==> src/rtl/fetch_unit.sv <==
// -----------------------------------------------------------------------------
// fetch_unit
//
// Instruction fetch front end. Issues one instruction-memory read at a time
// from the current PC, captures the returned word into a one-entry output
// buffer together with its address and address+4, and pulses PCWrite so the
// PC register advances. A flush (taken branch / jump) discards both the
// buffered instruction and any read still in flight.
//
// Optional build feature (macro FETCH_TIMEOUT_EN):
//   defined   -> 8-bit stall counter; FetchError becomes a sticky timeout flag
//   undefined -> no counter, FetchError tied low
//
// Ports
//   Clk          in   1   rising-edge clock for all state
//   Rst          in   1   synchronous active-high reset, wins over all inputs
//   PCAddress    in  32   current PC from the program counter register
//   PCWrite      out  1   one-cycle pulse, registered: PC loads its next value
//   MemReq       out  1   one-cycle read request (only ever raised in IDLE)
//   MemAddr      out 32   read address, valid while MemReq=1 (0 otherwise)
//   MemRdValid   in   1   one-cycle pulse, MemRdData valid
//   MemRdData    in  32   instruction word returned by memory
//   Flush        in   1   discard in-flight and buffered instructions
//   InstrReady   in   1   decode accepts Instruction this cycle
//   InstrValid   out  1   output buffer holds a valid instruction
//   Instruction  out 32   buffered instruction word
//   InstrPC      out 32   address the buffered word was fetched from
//   PCPlus4      out 32   InstrPC + 4 (wraps modulo 2^32)
//   FetchError   out  1   sticky fetch-timeout flag
//   DbgState     out  2   current FSM state (0 IDLE, 1 WAIT, 2 DRAIN)
//
// Handshakes
//   Memory side: MemReq is a single-cycle strobe; the next MemRdValid pulse
//   seen in WAIT or DRAIN is the answer to it. Only one read is ever in
//   flight, so no tag is needed. MemRdValid outside WAIT/DRAIN is stale
//   (e.g. the answer to a read abandoned by reset) and is ignored.
//   Decode side: valid/ready. The word transfers on every rising edge where
//   InstrValid=1 and InstrReady=1. Contents are held stable while
//   InstrValid=1 and InstrReady=0. A load on the same edge as a transfer
//   refills the buffer; Flush clears InstrValid regardless of load/transfer.
// -----------------------------------------------------------------------------
module fetch_unit (
  input  logic        Clk,
  input  logic        Rst,
  input  logic [31:0] PCAddress,
  output logic        PCWrite,
  output logic        MemReq,
  output logic [31:0] MemAddr,
  input  logic        MemRdValid,
  input  logic [31:0] MemRdData,
  input  logic        Flush,
  input  logic        InstrReady,
  output logic        InstrValid,
  output logic [31:0] Instruction,
  output logic [31:0] InstrPC,
  output logic [31:0] PCPlus4,
  output logic        FetchError,
  output logic [1:0]  DbgState
);

  typedef enum logic [1:0] {
    S_IDLE  = 2'd0,
    S_WAIT  = 2'd1,
    S_DRAIN = 2'd2
  } state_e;

  state_e      state_q, state_d;

  // Address of the read in flight, latched when the request is issued.
  logic [31:0] addr_q, addr_d;

  // One-entry output buffer.
  logic        valid_q, valid_d;
  logic [31:0] instr_q, instr_d;
  logic [31:0] ipc_q, ipc_d;
  logic [31:0] pc4_q, pc4_d;

  // PCWrite is registered so it is seen the cycle after the word lands,
  // which keeps it out of WAIT/DRAIN and aligned with InstrValid rising.
  logic        pcw_q, pcw_d;

  logic        issue;
  logic        load;

  // ---------------------------------------------------------------------------
  // Next-state / output logic
  // ---------------------------------------------------------------------------
  always_comb begin
    state_d = state_q;
    addr_d  = addr_q;
    valid_d = valid_q;
    instr_d = instr_q;
    ipc_d   = ipc_q;
    pc4_d   = pc4_q;
    pcw_d   = 1'b0;

    // A request may go out when the buffer is empty or being emptied this
    // edge; gating with Rst keeps the strobe low during reset cycles.
    issue = !Rst && (state_q == S_IDLE) && !Flush && (!valid_q || InstrReady);

    // A response is only kept if it arrives in WAIT without a flush.
    load  = (state_q == S_WAIT) && MemRdValid && !Flush;

    case (state_q)
      S_IDLE: begin
        if (issue) begin
          addr_d  = PCAddress;
          state_d = S_WAIT;
        end
      end
      S_WAIT: begin
        // A response always ends the wait; a flush without one must still
        // absorb the outstanding response, hence DRAIN.
        if (MemRdValid) begin
          state_d = S_IDLE;
        end else if (Flush) begin
          state_d = S_DRAIN;
        end
      end
      S_DRAIN: begin
        // Flush is irrelevant here: the response is discarded either way.
        if (MemRdValid) begin
          state_d = S_IDLE;
        end
      end
      default: begin
        state_d = S_IDLE;
      end
    endcase

    // Buffer update; flush dominates load, load dominates consume.
    if (Flush) begin
      valid_d = 1'b0;
    end else if (load) begin
      valid_d = 1'b1;
      instr_d = MemRdData;
      ipc_d   = addr_q;
      pc4_d   = addr_q + 32'd4;
    end else if (valid_q && InstrReady) begin
      valid_d = 1'b0;
    end

    pcw_d = load;
  end

  // ---------------------------------------------------------------------------
  // State registers
  // ---------------------------------------------------------------------------
  always_ff @(posedge Clk) begin
    if (Rst) begin
      state_q <= S_IDLE;
      addr_q  <= '0;
      valid_q <= 1'b0;
      instr_q <= '0;
      ipc_q   <= '0;
      pc4_q   <= '0;
      pcw_q   <= 1'b0;
    end else begin
      state_q <= state_d;
      addr_q  <= addr_d;
      valid_q <= valid_d;
      instr_q <= instr_d;
      ipc_q   <= ipc_d;
      pc4_q   <= pc4_d;
      pcw_q   <= pcw_d;
    end
  end

  // ---------------------------------------------------------------------------
  // Fetch timeout
  // ---------------------------------------------------------------------------
`ifdef FETCH_TIMEOUT_EN
  logic [7:0] tmo_cnt_q, tmo_cnt_d;
  logic       ferr_q, ferr_d;
  logic       tmo_enter;
  logic       tmo_stall;

  always_comb begin
    tmo_cnt_d = tmo_cnt_q;
    ferr_d    = ferr_q;

    // Entering WAIT from IDLE or DRAIN from WAIT restarts the count.
    tmo_enter = ((state_q == S_IDLE) && (state_d == S_WAIT)) ||
                ((state_q == S_WAIT) && (state_d == S_DRAIN));
    tmo_stall = ((state_q == S_WAIT) || (state_q == S_DRAIN)) && !MemRdValid;

    if (tmo_enter) begin
      tmo_cnt_d = 8'd0;
    end else if (tmo_stall && (tmo_cnt_q != 8'hFF)) begin
      tmo_cnt_d = tmo_cnt_q + 8'd1;
    end

    if (tmo_cnt_d == 8'hFF) begin
      ferr_d = 1'b1;
    end
  end

  always_ff @(posedge Clk) begin
    if (Rst) begin
      tmo_cnt_q <= 8'd0;
      ferr_q    <= 1'b0;
    end else begin
      tmo_cnt_q <= tmo_cnt_d;
      ferr_q    <= ferr_d;
    end
  end

  assign FetchError = ferr_q;
`else
  assign FetchError = 1'b0;
`endif

  // ---------------------------------------------------------------------------
  // Outputs
  // ---------------------------------------------------------------------------
  assign MemReq      = issue;
  assign MemAddr     = issue ? PCAddress : 32'd0;
  assign PCWrite     = pcw_q;
  assign InstrValid  = valid_q;
  assign Instruction = instr_q;
  assign InstrPC     = ipc_q;
  assign PCPlus4     = pc4_q;
  assign DbgState    = state_q;

endmodule
==> config.mk <==
export PLATFORM = sky130hd
export DESIGN_NAME = fetch_unit
export DESIGN_NICKNAME = d
export VERILOG_FILES = /design/src/rtl/fetch_unit.sv
export SDC_FILE = /design/constraint.sdc
export NUM_CORES = 1
export LEC_CHECK = 0
export CAP_MARGIN = 20
export CORE_MARGIN = 8
export CORE_UTILIZATION = 44
export DETAILED_ROUTE_END_ITERATION = 6
export PLACE_DENSITY = 0.76
export SYNTH_ARGS = -nofsm -noshare
export SYNTH_HDL_FRONTEND = slang
export SYNTH_SLANG_ARGS = --single-unit
==> constraint.sdc <==
create_clock -name Clk -period 4.4 [get_ports Clk]
set_clock_uncertainty 0.15 [all_clocks]
set_input_delay 1.32 -clock Clk [delete_from_list [all_inputs] [get_ports Clk]]
set_output_delay 1.32 -clock Clk [all_outputs]
set_load 0.005 [all_outputs]
==> flow_metrics.tcl <==
set metrics [dict create \
    pwr-share-seq_pct 43.1 \
    holdWs_ps 301 \
    final_layout_size_suffix_gt1_share_pct 14.4 \
    hpwl_mm 12.3 \
    period_needed_ps 4350 \
    clkSinkCount 130 \
    avgSynthCellArea_um2 7.71 \
    crit_type "primary input to primary output" \
    tritoncts "done" \
    synth_edf_count 0 \
    viasPerCell 5.13 \
    hold_class "register to register" \
    worst_r2r_endpoint "PCPlus4[24]" \
    layout_commonest_cell "nand2_1" \
    ys_ff_latch 130 \
    antennaDiodeCount 0 \
    comb_power_share_pct 8.7 \
    synthCells 681 \
    ir_drop_uv 193 \
    final-hold-violation-count 0 \
    report.final.slew_viol_count 0 \
    ant_nets 0 \
    syn2layout_area_growth_pct 56.1 \
    place_area_um2 7600 \
    critPathMaxFanout 13 \
    ios 203 \
    whs_path_depth 2 \
    worst_setup_path_start_kind "primary input" \
    grt_pass1_wl_mm 27.2 \
    drt-initial-drc-count 389 \
    fillCellCount 993 \
    h-tree-depth 4 \
    maxCapViolCount 0 \
    grt_usage_pct 21.1 \
    start_util_pct 44.5 \
    wl_mm 16.9 \
    cts_buffer_depth 2 \
    io_buffer_count 201 \
    clock_latency_ps 400 \
    tightest_slew_ps 866 \
    clock.fmax_ghz 0.230 \
    grt_pass1_vias 5223 \
    grt_max_degree 115 \
    routedWlPerCell_um 16.0 \
    drc 0 \
    dr.pass1.iters 5 \
    switching_share_pct 21.6 \
    std_cell_rows 40 \
    rsz0062_at_grt "yes" \
    yosys_most_used_dff "dfxtp_1" \
    grt_remaining_overflow 0 \
    synthArstFlopShare_pct 0 \
    core_region_area_um2 11800 \
    die-area_um2 15700 \
    power_w 0.00289 \
    fp.dieH_um 125 \
    gp_congestion 0.857 \
    path_clk_slew_ps 50 \
    final.period_utilization_pct 98.8 \
    power.switching_w 0.000625 \
    setup_viol 0 \
    vias 5403 \
    p_int_w 0.00227 \
    cts_buffers 17 \
    crit_end "MemAddr[14]" \
    status "completed" \
    fp.dieW_um 125 \
    r2r_cells 5 \
    crit_required_ps 2930 \
    syn-cell-area_um2 5250 \
    antenna_found_initial 0 \
    power.density_nw_per_um2 353 \
    synth_nets 751 \
    p_leak_nw 3.11 \
    worstReg2RegStart "addr_q[2]" \
    maxSlewHeadroom_pct 41.8 \
    rrSetupSlack_ps 2110 \
    clockPowerShare_pct 48.2 \
    nNetsFinal 965 \
    yosysSeqAreaShare_pct 49.5 \
    fin_util_pct 69.4 \
    end_kind "primary output" \
    cp_data_arrival_time_ps 2880 \
    clockRootBuffer "clkbuf_16" \
    critPathLaunch "Flush" \
    most-common-layout-cells "nand2_1, clkdlybuf4s50_1, dfxtp_1" \
    synthDistinctLibCells 44 \
    ys.warnings.count 0 \
    final_area_um2 8200 \
]
[critical path: stages]
cell,delay [ps]
dlygate4sd2_1,240
or3_4,340
or3_4,430
inv_8,90
buf_12,130
nand2_1,70
inv_1,60
clkdlybuf4s15_1,200
[synth_stat cells, drive strengths merged, types with 7 or more instances]
library cell,n,area [µm²]
nand2,207,777
dfxtp,130,2600
a21oi,98,490
clkbuf,38,143
inv,34,128
nor2,24,90.1
o21ai,17,85.1
buf,16,81.3
a211oi,14,105
nor3,13,65.1
nand4,12,81.3
and4,7,62.6
or4,7,57.6
[state kept, by name (all words and copies together) (netlist names)]
signal       count
DbgState         2
InstrPC         32
InstrValid       1
Instruction     32
PCPlus4         30
PCWrite          1
addr_q          32
[cell type report]
class,count,area [µm²],area share (%)
inverters,34,135,1.65
flip-flops and latches,130,2600,31.7
well taps,147,184,2.24
multi-input cells,463,2370,28.9
clock inverters,10,134,1.63
clock buffers,21,460,5.62
repair buffers,249,2310,28.2
[power by group through the flow]
| stage | logic [W] | clock network, W | registers [W] |
|---|---|---|---|
| 2_1_floorplan | 0.0000944 | 0 | 0.00126 |
| 3_3_place_gp | 0.000246 | 0 | 0.00127 |
| 3_5_place_dp | 0.000251 | 0 | 0.00127 |
| 4_1_cts | 0.000264 | 0.00141 | 0.00125 |
| 5_1_grt | 0.000275 | 0.00147 | 0.00125 |
| 6_report | 0.000252 | 0.00140 | 0.00125 |
[worst min path at each step]
stage	endpoint	slack [ps]	startpoint
floorplan	InstrPC[0]	280	addr_q[0]
global placement	Instruction[22]	290	Instruction[22]
detailed placement	InstrPC[28]	300	InstrPC[28]
CTS	InstrPC[28]	300	InstrPC[28]
global route	Instruction[26]	320	Instruction[26]
finish	InstrPC[19]	300	InstrPC[19]
[timing repair]
| item | 4_1_cts | 5_1_grt |
|---|---|---|
| setup buffers | 5 | 0 |
| setup endpoints to repair | 33 | 28 |
| hold endpoints to repair | 0 | 0 |
| cloned | 2 | 0 |
| gates resized for setup | 92 | 31 |
| pin swaps | 2 | 1 |
| hold buffers | 0 | 0 |
[per-layer routing]
layer | vias up | share of wire, % | global-route usage, %
li1 | 2716 | - | -
met4 | 0 | 1.6 | 7.16
met3 | 21 | 7.9 | 7.10
met1 | 2444 | 43 | 25.4
met5 | - | 0 | 0
met2 | 222 | 47 | 34.4
[metrics by stage]
| step | TNS (ps) | std cells | setup WS (ps) |
|---|---|---|---|
| after floorplan | 0 | 681 | 271 |
| after global placement | -16530 | 1020 | -539 |
| after detailed placement | -17460 | 1020 | -568 |
| after CTS | -242 | 1057 | -85.3 |
| after global routing | -102 | 1054 | -29.3 |
| final | 0 | 1054 | 53.0 |
[cell families (layout without fill, tap and decap cells)]
logic type                 Yosys count  in the layout  share of synthesized area [%]
other                                1              1                         0.0714
xor gates and xnor gates            12             12                           2.00
AOI/OAI and AO/OA                  149            149                           15.9
DFF                                130            130                           49.5
buffers and inverters               88            314                           6.69
adders and majority gates            1              1                          0.238
and+or+nand+nor                    299            299                           25.3
muxes                                1              1                          0.214
No activity file was read; power rests on OpenSTA's default activity.
